## src/rtl/hub75_row_receiver.sv

```systemverilog
// HUB75 panel-side row receiver: synchronizes the panel bus, deserializes the six
// colour lanes per row and hands each latched row to a ready/valid consumer.

module hub75_sync #(
  parameter int W      = 13,
  parameter int STAGES = 2
) (
  input  logic         CLK_I,
  input  logic         RSTN_I,
  input  logic [W-1:0] d,
  output logic [W-1:0] q
);
  // One shared chain for every input so data and shift clock stay aligned.
  logic [STAGES-1:0][W-1:0] pipe;

  always_ff @(posedge CLK_I or negedge RSTN_I) begin
    if (!RSTN_I) pipe <= '0;
    else         pipe <= {pipe[STAGES-2:0], d};
  end

  assign q = pipe[STAGES-1];
endmodule

module hub75_lane #(
  parameter int WIDTH = 32
) (
  input  logic             CLK_I,
  input  logic             RSTN_I,
  input  logic             clr,
  input  logic             wr,
  input  logic [6:0]       idx,
  input  logic             din,
  output logic [WIDTH-1:0] word
);
  always_ff @(posedge CLK_I or negedge RSTN_I) begin
    if (!RSTN_I) word <= '0;
    else if (clr) word <= '0;
    else begin
      for (int b = 0; b < WIDTH; b++)
        if (wr && idx == 7'(b)) word[b] <= din;
    end
  end
endmodule

module hub75_row_receiver #(
  parameter int WIDTH       = 32,
  parameter int SYNC_STAGES = 2
) (
  input  logic                 CLK_I,
  input  logic                 RSTN_I,
  input  logic                 R0,
  input  logic                 G0,
  input  logic                 B0,
  input  logic                 R1,
  input  logic                 G1,
  input  logic                 B1,
  input  logic                 RA,
  input  logic                 RB,
  input  logic                 RC,
  input  logic                 RD,
  input  logic                 CLK_IN,
  input  logic                 LATCH,
  input  logic                 OE,
  output logic [6*WIDTH-1:0]   ROW_DATA,
  output logic [3:0]           ROW_ADDR,
  output logic [6:0]           ROW_BITS,
  output logic [15:0]          ROW_ON_TIME,
  output logic                 ROW_VALID,
  input  logic                 ROW_READY,
  output logic                 OVERRUN
);
  localparam int         NUM_LANES = 6;
  localparam int         NIN       = 13;
  localparam logic [6:0] WIDTH_C   = 7'(WIDTH);

  typedef enum logic [1:0] {IDLE, SHIFT, FULL} state_t;

  logic [NIN-1:0]                      raw, syn;
  logic [NUM_LANES-1:0]                col_s;
  logic [3:0]                          addr_s;
  logic                                clk_s, latch_s, oe_s;
  logic                                clk_q, latch_q;
  logic                                shift_evt, latch_evt, wr, load;
  logic [6:0]                          bit_cnt;
  logic [15:0]                         oe_cnt;
  state_t                              state, state_nxt;
  logic [NUM_LANES-1:0][WIDTH-1:0]     words, row_data_q;

  assign raw = {OE, LATCH, CLK_IN, RD, RC, RB, RA, R0, G0, B0, R1, G1, B1};

  hub75_sync #(.W(NIN), .STAGES(SYNC_STAGES)) u_sync (
    .CLK_I (CLK_I),
    .RSTN_I(RSTN_I),
    .d     (raw),
    .q     (syn)
  );

  assign col_s   = syn[5:0];
  assign addr_s  = syn[9:6];
  assign clk_s   = syn[10];
  assign latch_s = syn[11];
  assign oe_s    = syn[12];

  always_ff @(posedge CLK_I or negedge RSTN_I) begin
    if (!RSTN_I) begin
      clk_q   <= 1'b0;
      latch_q <= 1'b0;
    end else begin
      clk_q   <= clk_s;
      latch_q <= latch_s;
    end
  end

  // Latch wins over a coincident shift edge.
  assign latch_evt = latch_s & ~latch_q;
  assign shift_evt = clk_s & ~clk_q & ~latch_evt;
  assign wr        = shift_evt && (state != FULL) && (bit_cnt < WIDTH_C);
  assign load      = latch_evt && (!ROW_VALID || ROW_READY);

  always_ff @(posedge CLK_I or negedge RSTN_I) begin
    if (!RSTN_I) state <= IDLE;
    else         state <= state_nxt;
  end

  always_comb begin
    state_nxt = state;
    case (state)
      IDLE:    if (shift_evt) state_nxt = SHIFT;
      SHIFT:   if (bit_cnt >= WIDTH_C) state_nxt = FULL;
      FULL:    state_nxt = FULL;
      default: state_nxt = IDLE;
    endcase
    if (latch_evt) state_nxt = IDLE;
  end

  always_ff @(posedge CLK_I or negedge RSTN_I) begin
    if (!RSTN_I)                           bit_cnt <= '0;
    else if (latch_evt)                    bit_cnt <= '0;
    else if (shift_evt && bit_cnt != 7'h7F) bit_cnt <= bit_cnt + 7'd1;
  end

  // Counts OE-low cycles of the row period now ending; sampled, then restarted.
  always_ff @(posedge CLK_I or negedge RSTN_I) begin
    if (!RSTN_I)                         oe_cnt <= '0;
    else if (latch_evt)                  oe_cnt <= '0;
    else if (!oe_s && oe_cnt != 16'hFFFF) oe_cnt <= oe_cnt + 16'd1;
  end

  for (genvar l = 0; l < NUM_LANES; l++) begin : g_lane
    hub75_lane #(.WIDTH(WIDTH)) u_lane (
      .CLK_I (CLK_I),
      .RSTN_I(RSTN_I),
      .clr   (latch_evt),
      .wr    (wr),
      .idx   (bit_cnt),
      .din   (col_s[l]),
      .word  (words[l])
    );
  end

  always_ff @(posedge CLK_I or negedge RSTN_I) begin
    if (!RSTN_I) begin
      row_data_q  <= '0;
      ROW_ADDR    <= '0;
      ROW_BITS    <= '0;
      ROW_ON_TIME <= '0;
      ROW_VALID   <= 1'b0;
      OVERRUN     <= 1'b0;
    end else begin
      if (load) begin
        row_data_q  <= words;
        ROW_ADDR    <= addr_s;
        ROW_BITS    <= bit_cnt;
        ROW_ON_TIME <= oe_cnt;
        ROW_VALID   <= 1'b1;
      end else if (ROW_VALID && ROW_READY) begin
        ROW_VALID   <= 1'b0;
      end
      if (latch_evt && ROW_VALID && !ROW_READY) OVERRUN <= 1'b1;
    end
  end

  assign ROW_DATA = row_data_q;
endmodule

```

## config.mk

```make
export PLATFORM = sky130hd
export DESIGN_NAME = hub75_row_receiver
export DESIGN_NICKNAME = d
export VERILOG_FILES = /design/src/rtl/hub75_row_receiver.sv
export SDC_FILE = /design/constraint.sdc
export NUM_CORES = 1
export LEC_CHECK = 0
export BUFFER_PORTS_ARGS = -buffer_cell sky130_fd_sc_hd__buf_2
export CAP_MARGIN = 20
export CORE_MARGIN = 2
export CORE_UTILIZATION = 60
export CTS_BUF_LIST = sky130_fd_sc_hd__clkbuf_2 sky130_fd_sc_hd__clkbuf_4 sky130_fd_sc_hd__clkbuf_8
export DETAILED_ROUTE_END_ITERATION = 16
export HOLD_SLACK_MARGIN = 0.03
export MAX_ROUTING_LAYER = met4
export PLACE_DENSITY_LB_ADDON = 0.15
export SKIP_CTS_REPAIR_TIMING = 1
export SYNTH_ARGS = -nofsm -noshare
export SYNTH_HDL_FRONTEND = slang
export SYNTH_SLANG_ARGS = --single-unit
```

## constraint.sdc

```tcl
create_clock -name CLK_I -period 2.9 [get_ports CLK_I]
set_clock_uncertainty 0.15 [all_clocks]
set_input_delay 0.29 -clock CLK_I [delete_from_list [all_inputs] [get_ports CLK_I]]
set_output_delay 0.29 -clock CLK_I [all_outputs]
set_load 0.1 [all_outputs]
```

### Word level (Yosys, flattened, before mapping)

Index checks and enable logic that the tools add are counted.

| storage, ports and cells | value |
|---|---|
| bits in registers | 466 |
| bits of input ports | 16 |
| output and inout port bits | 221 |
| logic and storage cells | 548 |

| cells by class | value |
|---|---|
| $add $sub $neg | 2 |
| $lt $le $gt $ge | 2 |
| equal/unequal tests | 38 |
| mux-type cells | 208 |
| bitwise logic cells | 6 |
| reduce and logical (&&, ||, !) cells | 82 |

Operators by type and width:

| cell | count |
|---|---|
| 2-to-1 mux 1 bit | 194 |
| 2-to-1 mux 32 bit | 6 |
| equality test 7 x 5 -> 1 bit, second input constant | 16 |
| nonzero test 2 bit | 35 |
| equality test 7 x 4 -> 1 bit, second input constant | 8 |
| logical AND 1 bit | 40 |
| 2-to-1 mux 16 bit | 2 |
| equality test 7 x 3 -> 1 bit, second input constant | 4 |
| adder 16 x 1 -> 16 bit, second input constant | 1 |
| != test 16 bit, second input constant | 1 |
| equality test 7 x 2 -> 1 bit, second input constant | 2 |
| 2-to-1 mux 7 bit | 2 |
| adder 7 x 1 -> 7 bit, second input constant | 1 |
| equality test 7 x 1 -> 1 bit, second input constant | 1 |
| greater-or-equal comparator 7 x 6 -> 1 bit, second input constant | 1 |
| zero test 7 bit | 1 |
| < comparator 7 x 6 -> 1 bit, second input constant | 1 |
| != test 7 bit, second input constant | 1 |
| 2-to-1 mux 2 bit | 3 |
| != test 3 bit, second input constant | 2 |
| one-hot mux 2 bit (3 select lines) | 1 |
| AND 1 bit | 3 |
| zero test 1 bit | 3 |
| NOT 1 bit | 3 |
| 6 further kinds | 6 |

### Longest topological paths before layout

Gate-level depths: netlist (run 1).

| depth | value |
|---|---|
| depth after elaboration | 9 |
| gate-level depth with buffers | 8 |
| depth with buffers taken out | 6 |

### Modules after synthesis

A second synthesis (run 1) with hierarchy kept.

| unflattened totals | value |
|---|---|
| cells, all modules | 1564 |
| area, all modules | 20357.0 um^2 |

Modules (own cells, without submodules):

| module | instances | cells each | area each (um^2) | sequential area each (um^2) |
|---|---|---|---|---|
| hub75_lane | 6 | 150 | 1657.8 | 800.8 |
| hub75_row_receiver | 1 | 625 | 9661.8 | 6206.0 |
| hub75_sync | 1 | 39 | 748.2 | 650.6 |

### Least setup slack after synthesis (run 1)

Ideal clock, no wire load.

| timing | value |
|---|---|
| path type | register to register |
| start point | register ROW_VALID |
| end point | register ROW_ADDR[0] |
| library setup time | 125 ps |
| arrival time | 1950 ps |
| required time | 2625 ps |
| path slack | 675 ps |
| cell stages (with the launch flop) | 6 |
| path buffers | 2 |
| clock period less this slack | 2225 ps |
| cells stage by stage | dfrtp_1 nand2b_1 and2_0 clkbuf_1 buf_2 mux2_2 |

| on the way | value |
|---|---|
| cells in the longest elaborated chain, start to end | 3 |

RTL lines:

| item | line | RTL |
|---|---|---|
| start: declaration | 68 | `output logic ROW_VALID,` |
| start signal: assignment | 167 | `ROW_VALID <= 1'b0;` |
| start signal: assignment | 175 | `ROW_VALID <= 1'b1;` |
| start signal: assignment | 177 | `ROW_VALID <= 1'b0;` |
| zero test 1 bit | 118 | `assign load = latch_evt && (!ROW_VALID \|\| ROW_READY);` |
| logical OR 1 bit | 118 |  |
| logical AND 1 bit | 118 |  |
| end signal: assignment | 172 | `ROW_ADDR <= addr_s;` |
| end: declaration | 65 | `output logic [3:0] ROW_ADDR,` |

Every way passes these cells.
A chain may end at the register's enable or synchronous reset.

### Final worst setup path (run 1)

| timing | value |
|---|---|
| start point | register state[0] |
| end point | register g_lane[3].u_lane.word[26] |

| on the way | value |
|---|---|
| cells in the longest elaborated chain, start to end | 5 |

RTL lines:

| item | line | RTL |
|---|---|---|
| start: declaration | 86 | `state_t state, state_nxt;` |
| start signal: assignment | 122 | `else state <= state_nxt;` |
| != test 2 bit | 117 | `assign wr = shift_evt && (state != FULL) && (bit_cnt < WIDTH_C);` |
| logical AND 1 bit (2 in a row) | 117 |  |
| logical AND 1 bit | 40 | `if (wr && idx == 7'(b)) word[b] <= din;` |
| nonzero test 2 bit (no line) | n/a |  |
| end signal: indexed assignment | 40 |  |
| end: declaration | 33 | `output logic [WIDTH-1:0] word` |

Every way passes these cells.

==> summary.md, run 1 <==
| Metric | Value |
|---|---|
| Arrival time of the worst setup path | `2840 ps` |
| Finished Layout Cells | `2115` |
| RSZ-0062 raised after global routing | `no` |
| Layout overhead on the synthesized area | `18.9%` |
| Xor/xnor share of the synthesized area | `0.000478` |
| Final WS setup | `360 ps` |
| Ys Warns | `0` |
| TritonCTS clock tree | `built` |
| Clock power share | `0.408` |
| Post-synth top area cell | `dfrtp_1` |
| WL final | `44200 µm` |
| Final nets | `1696` |
| Setup violators final | `0` |
| Share of layout cells above drive strength 1 | `0.372` |
| Largest net degree at the start of global routing | `89` |
| Initial antenna violation count | `0` |
| Yosys reg bits | `466` |
| CP endpoint kind | `register` |
| I/O pin total | `237` |
| Most frequent cells in the layout | `466 x dfrtp_1, 235 x buf_2, 219 x mux2_2` |
| Initial DRC Count | `913` |
| Core Util, Final | `0.718` |
| Status | `finished clean` |
| Die span in y | `179 µm` |
| Main combinational cell family by area after synthesis | `multiplexers` |
| Synth Area in Simple Gates | `0.0743` |
| Clock-pin slew on the worst setup and hold paths | `60 ps` |
| Synth top area share | `0.636` |
| Hold crit path type | `in2async` |
| Post-DR wirelength/cell | `20.9 µm` |
| Max Freq | `394 MHz` |
| Cell internal pwr | `10.3 mW` |
| Placer Congestion | `0.823` |
| Setup TNS | `0 ps` |
| GRT Residual Overflow | `0` |
| Setup crit start kind | `register` |
| Leak pwr | `11.3 nW` |
| Num CTS Buffers | `75` |
| Max Buffers Root-to-Sink | `3` |
| DRC | `0` |
| Detail Placement HPWL | `28500 µm` |
| Pins Over Slew Limit | `0` |
| Register area share after synthesis | `0.636` |
| Post-synthesis adder-cell area fraction | `0.00614` |
| Pre-CTS WS | `363 ps` |
| Length of the first detailed-routing pass in iterations | `5` |
| Slew headroom | `0.491` |
| Area occupied by multi-input gates | `6270 µm²` |
| Drt via density | `5.84` |
| Synthesized Nets | `1419` |
| Average size of a mapped cell | `13.2 µm²` |
| Core ar. | `30300 µm²` |
| Comb pwr share | `0.108` |
| # clock sinks | `466` |
| First-pass GRT wire length | `69600 µm` |
| Sequential share of power | `0.484` |
| Tcrit/Tclk final | `0.876` |
| Area of the mapped netlist | `18300 µm²` |
| Synth unique cells | `44` |
| Root buf cell | `clkbuf_8` |
| PD cells | `644 nW/µm²` |
| Maxcap violations | `0` |
| Die width | `179 µm` |
| Critical path type | `reg2reg` |
| Placed Cells | `1975` |
| Htree depth | `3` |
| Antenna Cells | `0` |
| Max IR drop VDD | `0.479 mV` |
| Top cells by area, synth | `dfrtp_1 64%, mux2_2 13%, mux2i_1 5.1%` |
| Final min period | `2540 ps` |
| Synth Instances | `1394` |
| Req. time, crit path | `3200 ps` |
| Filler cells | `2155` |
| Number of global-route vias before repair | `12300` |
| Sw Ratio | `0.268` |
| Fin. Hold Viols | `0` |
| Synth async-reset ratio | `1.00` |
| NetSw | `3.76 mW` |
| Routed Antenna Nets | `0` |
| Critical Path Fanout Max | `13` |
| FP Rows | `64` |
| Number of flops mapped to enable cells by yosys | `0` |
| Port bufs | `236` |
| Sequential Area | `11700 µm²` |
| Synth Area in Compound Gates | `0.0752` |
| Worst slew pin tran | `760 ps` |
| Most common library cell in the layout ignoring fill and taps | `dfrtp_1` |
| Vias | `12400` |
| Clk_lat worst skew | `600 ps` |
| Ys flop type | `dfrtp_1` |
| Die ar. | `32000 µm²` |
| Tot Pwr | `14.0 mW` |
| Initial Utilization | `0.604` |
| Overall routing resource usage | `0.292` |
| Post-synthesis mux area share | `0.185` |
## cell usage after synthesis (all sizes together) (3+ instances only)
cell type,instances
nand2b,7
or4,5
clkbuf,62
and2,5
nor2,35
nor3,6
nand2,141
a21oi,8
a31oi,4
nand4,15
dfrtp,466
and4,9
buf,33
nor2b,10
mux2,219
inv,6
mux2i,93
o31ai,4
and3,3
nor4,4
o21ai,109
nand3,38
or3,3
ha,9
o211ai,83
## state kept, by name, summed over array words and instances, names as in the netlist, 2 cells and up
signal and flops:
g_lane.u_lane.word 192, ROW_DATA 192, state 2, ROW_ADDR 4
ROW_BITS 7, ROW_ON_TIME 16, u_sync.q 13, bit_cnt 7
oe_cnt 16, u_sync.pipe 13
## worst paths after layout
| path | startpoint | to | slack [ps] | cells past startpoint |
|---|---|---|---|---|
| min reg2reg | u_sync.pipe[11]$_DFF_PN0_ | u_sync.q[11]$_DFF_PN0_ | 190 | 0 |
| max in group asynchronous | RSTN_I | g_lane[5].u_lane.word[23]$_DFFE_PN0P_ | 1650 | 3 |
| min in group CLK_I | OE | u_sync.pipe[12]$_DFF_PN0_ | 180 | 2 |
| max reg2reg | state[0]$_DFFE_PN0P_ | g_lane[3].u_lane.word[26]$_DFFE_PN0P_ | 360 | 6 |
| min | RSTN_I | ROW_DATA[167]$_DFFE_PN0P_ | 90 | 2 |
| max | state[0]$_DFFE_PN0P_ | g_lane[3].u_lane.word[26]$_DFFE_PN0P_ | 360 | 6 |
## per-layer routing
layer,vias to the layer above,wire (µm),part of all wire,global-route usage
li1,5523,-,-,-
met1,6305,19000,0.43,0.401
met2,448,21200,0.48,0.440
met3,76,2880,0.065,0.0592
met4,0,1130,0.026,0.0986
met5,-,0,0,-
## stage by stage
step | hold WS [ps] | area, µm²
3_5_place_dp | 125 | 20100
6_report | 91.3 | 21800
3_3_place_gp | 119 | 20100
5_1_grt | 107 | 21800
2_1_floorplan | -156 | 18300
4_1_cts | -506 | 21700
## power by group through the flow
stage                     Clock (mW)  Combinational [mW]  Sequential, mW
after floorplan                    0               0.496            7.43
after global placement             0                1.48            6.89
after detailed placement           0                1.51            6.90
after CTS                       5.85                1.51            6.79
after global routing            6.17                1.62            6.81
final                           5.73                1.52            6.79
## critical path, stage by stage (launching register included)
cell and delay, ps:
dfrtp_1 370, inv_1 90, ha_1 220, nor3_2 580, nand3_1 250, or3_1 580
mux2i_1 170
## final cells by class
class                      count  share of cell area
tap                          396              0.0227
sequential                   466               0.535
inverter                       6             0.00103
multi-input combinational    827               0.288
clock inverter                 6             0.00321
clock buffer                 119              0.0668
timing repair buffer         295              0.0836
## kinds of logic after synthesis
| logic type | Yosys count |
|---|---|
| DFF | 466 |
| muxes | 312 |
| and+or+nand+nor | 284 |
| AOI/OAI and AO/OA | 221 |
| buffers and inverters | 101 |
| adders and majority gates | 9 |
| xor gates and xnor gates | 1 |
No activity file was read; power rests on OpenSTA's default activity.
==> inputs of run 2 (changes only) <==
--- a/config.mk
+++ b/config.mk
@@ -7,8 +7,10 @@
 export LEC_CHECK = 0
 export BUFFER_PORTS_ARGS = -buffer_cell sky130_fd_sc_hd__buf_2
 export CAP_MARGIN = 20
+export CELL_PAD_IN_SITES_DETAIL_PLACEMENT = 0
+export CELL_PAD_IN_SITES_GLOBAL_PLACEMENT = 1
 export CORE_MARGIN = 2
-export CORE_UTILIZATION = 60
+export CORE_UTILIZATION = 49
 export CTS_BUF_LIST = sky130_fd_sc_hd__clkbuf_2 sky130_fd_sc_hd__clkbuf_4 sky130_fd_sc_hd__clkbuf_8
 export DETAILED_ROUTE_END_ITERATION = 16
 export HOLD_SLACK_MARGIN = 0.03
==> run 2 against run 1 <==
  * Power rose by 1.8%
  * Non-clock buffer count is 4 lower
  * First-iteration DRC count fell by 24%
  * Combinational power is essentially flat
  * Worst hold slack worse by 37 ps
  * Via count fell by 1.4%
  * Critical path depth unchanged
  * Clock power rose by 4.2%
  * Highest routed layer unchanged
  * Largest power group unchanged
==> summary.md, run 2 (synthesis results as in run 1) <==
| Metric | Value |
|---|---|
| Critical path type | `reg2reg` |
| WL met2 | `21200 µm (about the same)` |
| Most common library cell in the layout ignoring fill and taps | `dfrtp_1` |
| Leak pwr | `11.3 nW (about the same)` |
| Tcrit/Tclk final | `0.825 (-0.0504)` |
| Initial DRC Count | `698 (-24%)` |
| Max incr delay on CP | `500 ps (-80 ps)` |
| CP endpoint kind | `register` |
| Reg-to-reg slack, setup | `510 ps (+150 ps)` |
| Antenna Cells | `0 (unchanged)` |
| Placed Area | `20200 µm² (+0.24%)` |
| Detail Placement HPWL | `28700 µm (+0.69%)` |
| Worst slew pin tran | `851 ps (+91.5 ps)` |
| DRC | `0 (unchanged)` |
| Setup violators final | `0 (unchanged)` |
| Overall routing resource usage | `0.248 (-0.0440)` |
| Slew headroom | `0.433 (-0.0582)` |
| Crit-path cells | `inv_1 > ha_1 > or3_1 > nor3_1 > and3_1 > mux2i_1` |
| Finished layout cell area | `21900 µm² (+0.55%)` |
| Die ar. | `39000 µm² (+22%)` |
| Arrival time of the worst setup path | `2760 ps (-80 ps)` |
| Uppermost layer routed | `met4` |
| Worst path slowest cell | `and3_1` |
| Die span in y | `197 µm (+10%)` |
| # clock sinks | `466 (unchanged)` |
| Length of the first detailed-routing pass in iterations | `5 (unchanged)` |
| Core ar. | `36700 µm² (+21%)` |
| Number of global-route vias before repair | `12200 (-1.1%)` |
| Root buf cell | `clkbuf_8` |
| TritonCTS clock tree | `built` |
| Reg2reg start | `state[0]$_DFFE_PN0P_` |
| First-pass GRT wire length | `72100 µm (+3.6%)` |
| I/O pin total | `237 (unchanged)` |
| M1 wire length | `21000 µm (+11%)` |
| Clk_lat worst skew | `620 ps (+20 ps)` |
| RSZ-0062 raised after global routing | `no` |
| Largest net degree at the start of global routing | `94 (+5.6%)` |
| Final nets | `1695 (-0.059%)` |
| FF-to-FF End | `g_lane[2].u_lane.word[4]$_DFFE_PN0P_` |
| Initial antenna violation count | `0 (unchanged)` |
| Setup crit start kind | `register` |
| Initial Utilization | `0.500 (-0.105)` |
| Met3 wire len | `2510 µm (-13%)` |
| Vias | `12200 (-1.4%)` |
| Share of layout cells above drive strength 1 | `0.371 (-0.000732)` |
| GRT Residual Overflow | `0 (unchanged)` |
| Placer Congestion | `0.802 (-2.6%)` |
| Layout overhead on the synthesized area | `19.5%` |
| Pins Over Slew Limit | `0 (unchanged)` |
| Max Buffers Root-to-Sink | `3 (unchanged)` |
| FP Rows | `70 (+9.4%)` |
| Routed Antenna Nets | `0 (unchanged)` |
| PD cells | `652 nW/µm² (+1.3%)` |
| Worst Reg-to-Reg Cells | `6 (unchanged)` |
| Max IR drop VDD | `0.502 mV (+4.8%)` |
| Post-DR wirelength/cell | `20.9 µm (about the same)` |
| Setup TNS | `0 ps (unchanged)` |
| Port bufs | `236 (unchanged)` |
| Maxcap violations | `0 (unchanged)` |
| Drt via density | `5.57 (-4.5%)` |
| Fin. Hold Viols | `0 (unchanged)` |
| Max Freq | `418 MHz (+6.1%)` |
| Req. time, crit path | `3270 ps (+70 ps)` |
| Critical Path Fanout Max | `6 (-7)` |
| Die width | `197 µm (+10%)` |
| Most frequent cells in the layout | `466 x dfrtp_1, 235 x buf_2, 219 x mux2_2` |
| Status | `finished clean` |
| WL final | `45600 µm (+3.3%)` |
| Hold crit path type | `in2async` |
| Clock-pin slew on the worst setup and hold paths | `60 ps (about the same)` |
| Htree depth | `3 (unchanged)` |
| Final min period | `2390 ps (-146 ps)` |
| Num CTS Buffers | `78 (+4.0%)` |
## run 2: changes by cell type in the layout (fill, tap and decap cells not counted), sizes merged
| cell | previous run | this run |
|---|---|---|
| clkinv | 1 | 0 |
| inv | 10 | 8 |
| clkbuf | 119 | 124 |
| buf | 280 | 276 |
## run 2: where the power goes
part	switching (mW)	internal, mW	total [mW]
combinational	1.18	0.340	1.52
clock	2.53	3.44	5.97
sequential	0.127	6.66	6.79
## run 2: final cells by class
class                   instances  area (µm²)
multi-input cells             827        6270
clock buffers                 124        1550
fillers                      3003       14800
inverters                       6        22.5
clock inverters                 3        47.5
repair buffers                291        1780
well taps                     468         586
flip-flops and latches        466       11700
## run 2: worst max-delay path, delay by kind of cell (launching register included)
family                   cells  cell delay [ps]
AND/OR/NAND/NOR              3             1230
buffers and inverters        1              100
multiplexers                 1              230
flip-flops                   1              380
adder cells (fa/ha/maj)      1              220
## run 2: metrics by stage
stage | setup slack (ps) | utilization | std cells | hold slack (ps) | power [mW]
after floorplan | 675 | - | 1394 | -156 | 7.93
after global placement | 556 | 0.550 | 2043 | 117 | 8.40
after detailed placement | 540 | 0.550 | 2043 | 115 | 8.42
after CTS | 541 | 0.593 | 2170 | -568 | 14.4
after global routing | 284 | 0.597 | 2185 | 83.8 | 14.9
final | 506 | 0.597 | 2185 | 54.4 | 14.3
## run 2: routing by layer
layer	up-vias	GRT usage
met5	-	-
met4	0	0.0783
met3	71	0.0524
met2	337	0.363
met1	6239	0.348
li1	5534	-
## run 2: worst max-delay path by stage
stage,depth (start not counted),slack (ps),from,to
2_1_floorplan,5,670,ROW_VALID$_DFFE_PN0P_,ROW_ADDR[0]$_DFFE_PN0P_
3_3_place_gp,4,560,u_sync.q[11]$_DFF_PN0_,ROW_DATA[9]$_DFFE_PN0P_
3_5_place_dp,4,540,u_sync.q[11]$_DFF_PN0_,ROW_DATA[9]$_DFFE_PN0P_
4_1_cts,6,540,state[0]$_DFFE_PN0P_,g_lane[2].u_lane.word[4]$_DFFE_PN0P_
5_1_grt,6,280,state[0]$_DFFE_PN0P_,g_lane[3].u_lane.word[0]$_DFFE_PN0P_
6_report,6,510,state[0]$_DFFE_PN0P_,g_lane[2].u_lane.word[4]$_DFFE_PN0P_
==> inputs of run 3 (changes only) <==
==> constraint.sdc (replaced) <==
create_clock -name CLK_I -period 2.47 [get_ports CLK_I]
set_clock_uncertainty 0.15 [all_clocks]
set_input_delay 0.247 -clock CLK_I [delete_from_list [all_inputs] [get_ports CLK_I]]
set_output_delay 0.247 -clock CLK_I [all_outputs]
set_load 0.1 [all_outputs]
==> run 3 against run 2 <==
  * Cell count rose by 0.82%
  * Critical path depth unchanged
  * Power grew 14%
  * Setup slack worse by 350 ps
  * Fmax up 3.6%
  * Sequential share of layout area is 0.17 points lower
  * Register-to-register slack worse by 350 ps
  * Clock power is 10% higher
  * Worst hold slack worse by 27 ps
  * Cell area up 0.32%
==> summary.md, run 3 (synthesis results as in run 1) <==
| Metric | Value |
|---|---|
| Share of layout cells above drive strength 1 | `0.378 (+0.00710)` |
| Vias | `12200 (-0.13%)` |
| FF-to-FF End | `g_lane[4].u_lane.word[30]$_DFFE_PN0P_` |
| CP endpoint kind | `register` |
| Slew headroom | `0.499 (+0.0663)` |
| Setup TNS | `0 ps (unchanged)` |
| Reg2reg start | `state[0]$_DFFE_PN0P_` |
| Root buf cell | `clkbuf_8` |
| Clock power share | `0.402 (-0.016)` |
| Worst path slowest cell | `or4_1` |
| Setup crit start kind | `register` |
| Sw Ratio | `0.272 (+0.00256)` |
| Worst setup path startpoint | `state[0]$_DFFE_PN0P_` |
| Reg-to-reg slack, setup | `160 ps (-350 ps)` |
| Antenna Cells | `0 (unchanged)` |
| Fin. Hold Viols | `0 (unchanged)` |
| # clock sinks | `466 (unchanged)` |
| Max Buffers Root-to-Sink | `3 (unchanged)` |
| WL final | `45800 µm (+0.48%)` |
| Most frequent cells in the layout | `466 x dfrtp_1, 235 x buf_2, 219 x mux2_2` |
| Detail Placement HPWL | `29600 µm (+3.2%)` |
| Port bufs | `236 (unchanged)` |
| Max incr delay on CP | `710 ps (+210 ps)` |
| Arrival time of the worst setup path | `2660 ps (-100 ps)` |
| Htree depth | `3 (unchanged)` |
| Maxcap violations | `0 (unchanged)` |
| Max Freq | `433 MHz (+3.6%)` |
| Overall routing resource usage | `0.249 (+0.00154)` |
| I/O pin total | `237 (unchanged)` |
| TritonCTS clock tree | `built` |
| Post-DR wirelength/cell | `20.8 µm (-0.34%)` |
| Clk_lat worst skew | `620 ps (about the same)` |
| Max IR drop VDD | `0.670 mV (+34%)` |
| Pins Over Slew Limit | `0 (unchanged)` |
| Die ar. | `39000 µm² (unchanged)` |
| Length of the first detailed-routing pass in iterations | `5 (unchanged)` |
| Final min period | `2310 ps (-82.5 ps)` |
| Final nets | `1718 (+1.4%)` |
| CP bufs+invs | `1 (unchanged)` |
| Tot Pwr | `16.3 mW (+14%)` |
| Critical path type | `reg2reg` |
| GRT Residual Overflow | `0 (unchanged)` |
| Largest net degree at the start of global routing | `73 (-22%)` |
| Initial DRC Count | `750 (+7.4%)` |
| Drt via density | `5.52 (-0.95%)` |
| Sequential share of power | `0.487 (+0.012)` |
| Tcrit/Tclk final | `0.936 (+0.110)` |
| First-pass GRT wire length | `72300 µm (+0.31%)` |
| Layout overhead on the synthesized area | `19.9%` |
| Core ar. | `36700 µm² (unchanged)` |
| Leak pwr | `11.3 nW (+0.41%)` |
| Req. time, crit path | `2820 ps (-450 ps)` |
| DRC | `0 (unchanged)` |
| FP Rows | `70 (unchanged)` |
| Number of global-route vias before repair | `12300 (+1.0%)` |
| Die width | `197 µm (unchanged)` |
| Top cell family by delay on the critical path | `simple AND/OR/NAND/NOR gates` |
| Comb pwr share | `0.110 (+0.004)` |
| Worst Reg-to-Reg Cells | `6 (unchanged)` |
| Status | `finished clean` |
| Cell internal pwr | `11.9 mW (+14%)` |
| Most common library cell in the layout ignoring fill and taps | `dfrtp_1` |
| NetSw | `4.44 mW (+16%)` |
| Placer Congestion | `0.820 (+2.3%)` |
| PD cells | `743 nW/µm² (+14%)` |
| Worst slew pin tran | `752 ps (-99.4 ps)` |
| Hold crit path type | `in2async` |
| Clock-pin slew on the worst setup and hold paths | `60 ps (about the same)` |
| Num CTS Buffers | `77 (-1.3%)` |
| Die span in y | `197 µm (unchanged)` |
| Crit-path cells | `inv_1 > ha_1 > or3_1 > or4_1 > mux2i_1 > nor2_1` |
| Setup violators final | `0 (unchanged)` |
| RSZ-0062 raised after global routing | `no` |
| Initial Utilization | `0.500 (unchanged)` |
| Critical Path Fanout Max | `6 (unchanged)` |
| Initial antenna violation count | `0 (unchanged)` |
| Routed Antenna Nets | `0 (unchanged)` |
==> run 3: area by class of cell <==
cell class	instances	area, µm²
clock buffers	116	1430
clock inverters	5	40.0
fillers	3013	14700
inverters	6	22.5
multi-input cells	827	6270
flip-flops and latches	466	11700
well taps	468	586
repair buffers	315	1970
==> run 3: through the flow <==
stage / utilization / cells / area, µm² / worst slack (ps) / hold WS (ps)
global placement: 0.555 / 2067 / 20400 / 190 / 101
global route: 0.599 / 2203 / 22000 / 24.2 / 50.5
floorplan: - / 1394 / 18300 / 245 / -199
CTS: 0.595 / 2188 / 21800 / 137 / -586
finish: 0.599 / 2203 / 22000 / 159 / 26.9
detailed placement: 0.555 / 2067 / 20400 / 130 / 92.1
==> run 3: worst max-delay path by stage <==
stage                                                 end  slack, ps  cells after the start
finish              g_lane[4].u_lane.word[30]$_DFFE_PN0P_        160                      6
CTS                  g_lane[0].u_lane.word[4]$_DFFE_PN0P_        140                      6
global placement     g_lane[1].u_lane.word[4]$_DFFE_PN0P_        190                      6
global route        g_lane[2].u_lane.word[30]$_DFFE_PN0P_         20                      6
floorplan                         ROW_ADDR[0]$_DFFE_PN0P_        240                      5
detailed placement   g_lane[0].u_lane.word[4]$_DFFE_PN0P_        130                      6
==> run 3: power by group through the flow <==
stage | Combinational (mW) | Sequential [mW] | Clock [mW]
after floorplan | 0.583 | 8.72 | 0
after global placement | 1.78 | 8.10 | 0
after detailed placement | 1.80 | 8.10 | 0
after CTS | 1.81 | 7.97 | 6.77
after global routing | 1.93 | 7.99 | 7.12
final | 1.81 | 7.97 | 6.57
==> run 3: routing by layer <==
| metal | wire length [µm] | vias to the layer above | part of all wire | track usage |
|---|---|---|---|---|
| li1 | - | 5567 | - | - |
| met1 | 21200 | 6247 | 0.46 | 0.347 |
| met2 | 21900 | 298 | 0.48 | 0.381 |
| met3 | 2160 | 53 | 0.047 | 0.0437 |
| met4 | 605 | 0 | 0.013 | 0.0691 |
| met5 | 0 | - | 0 | - |
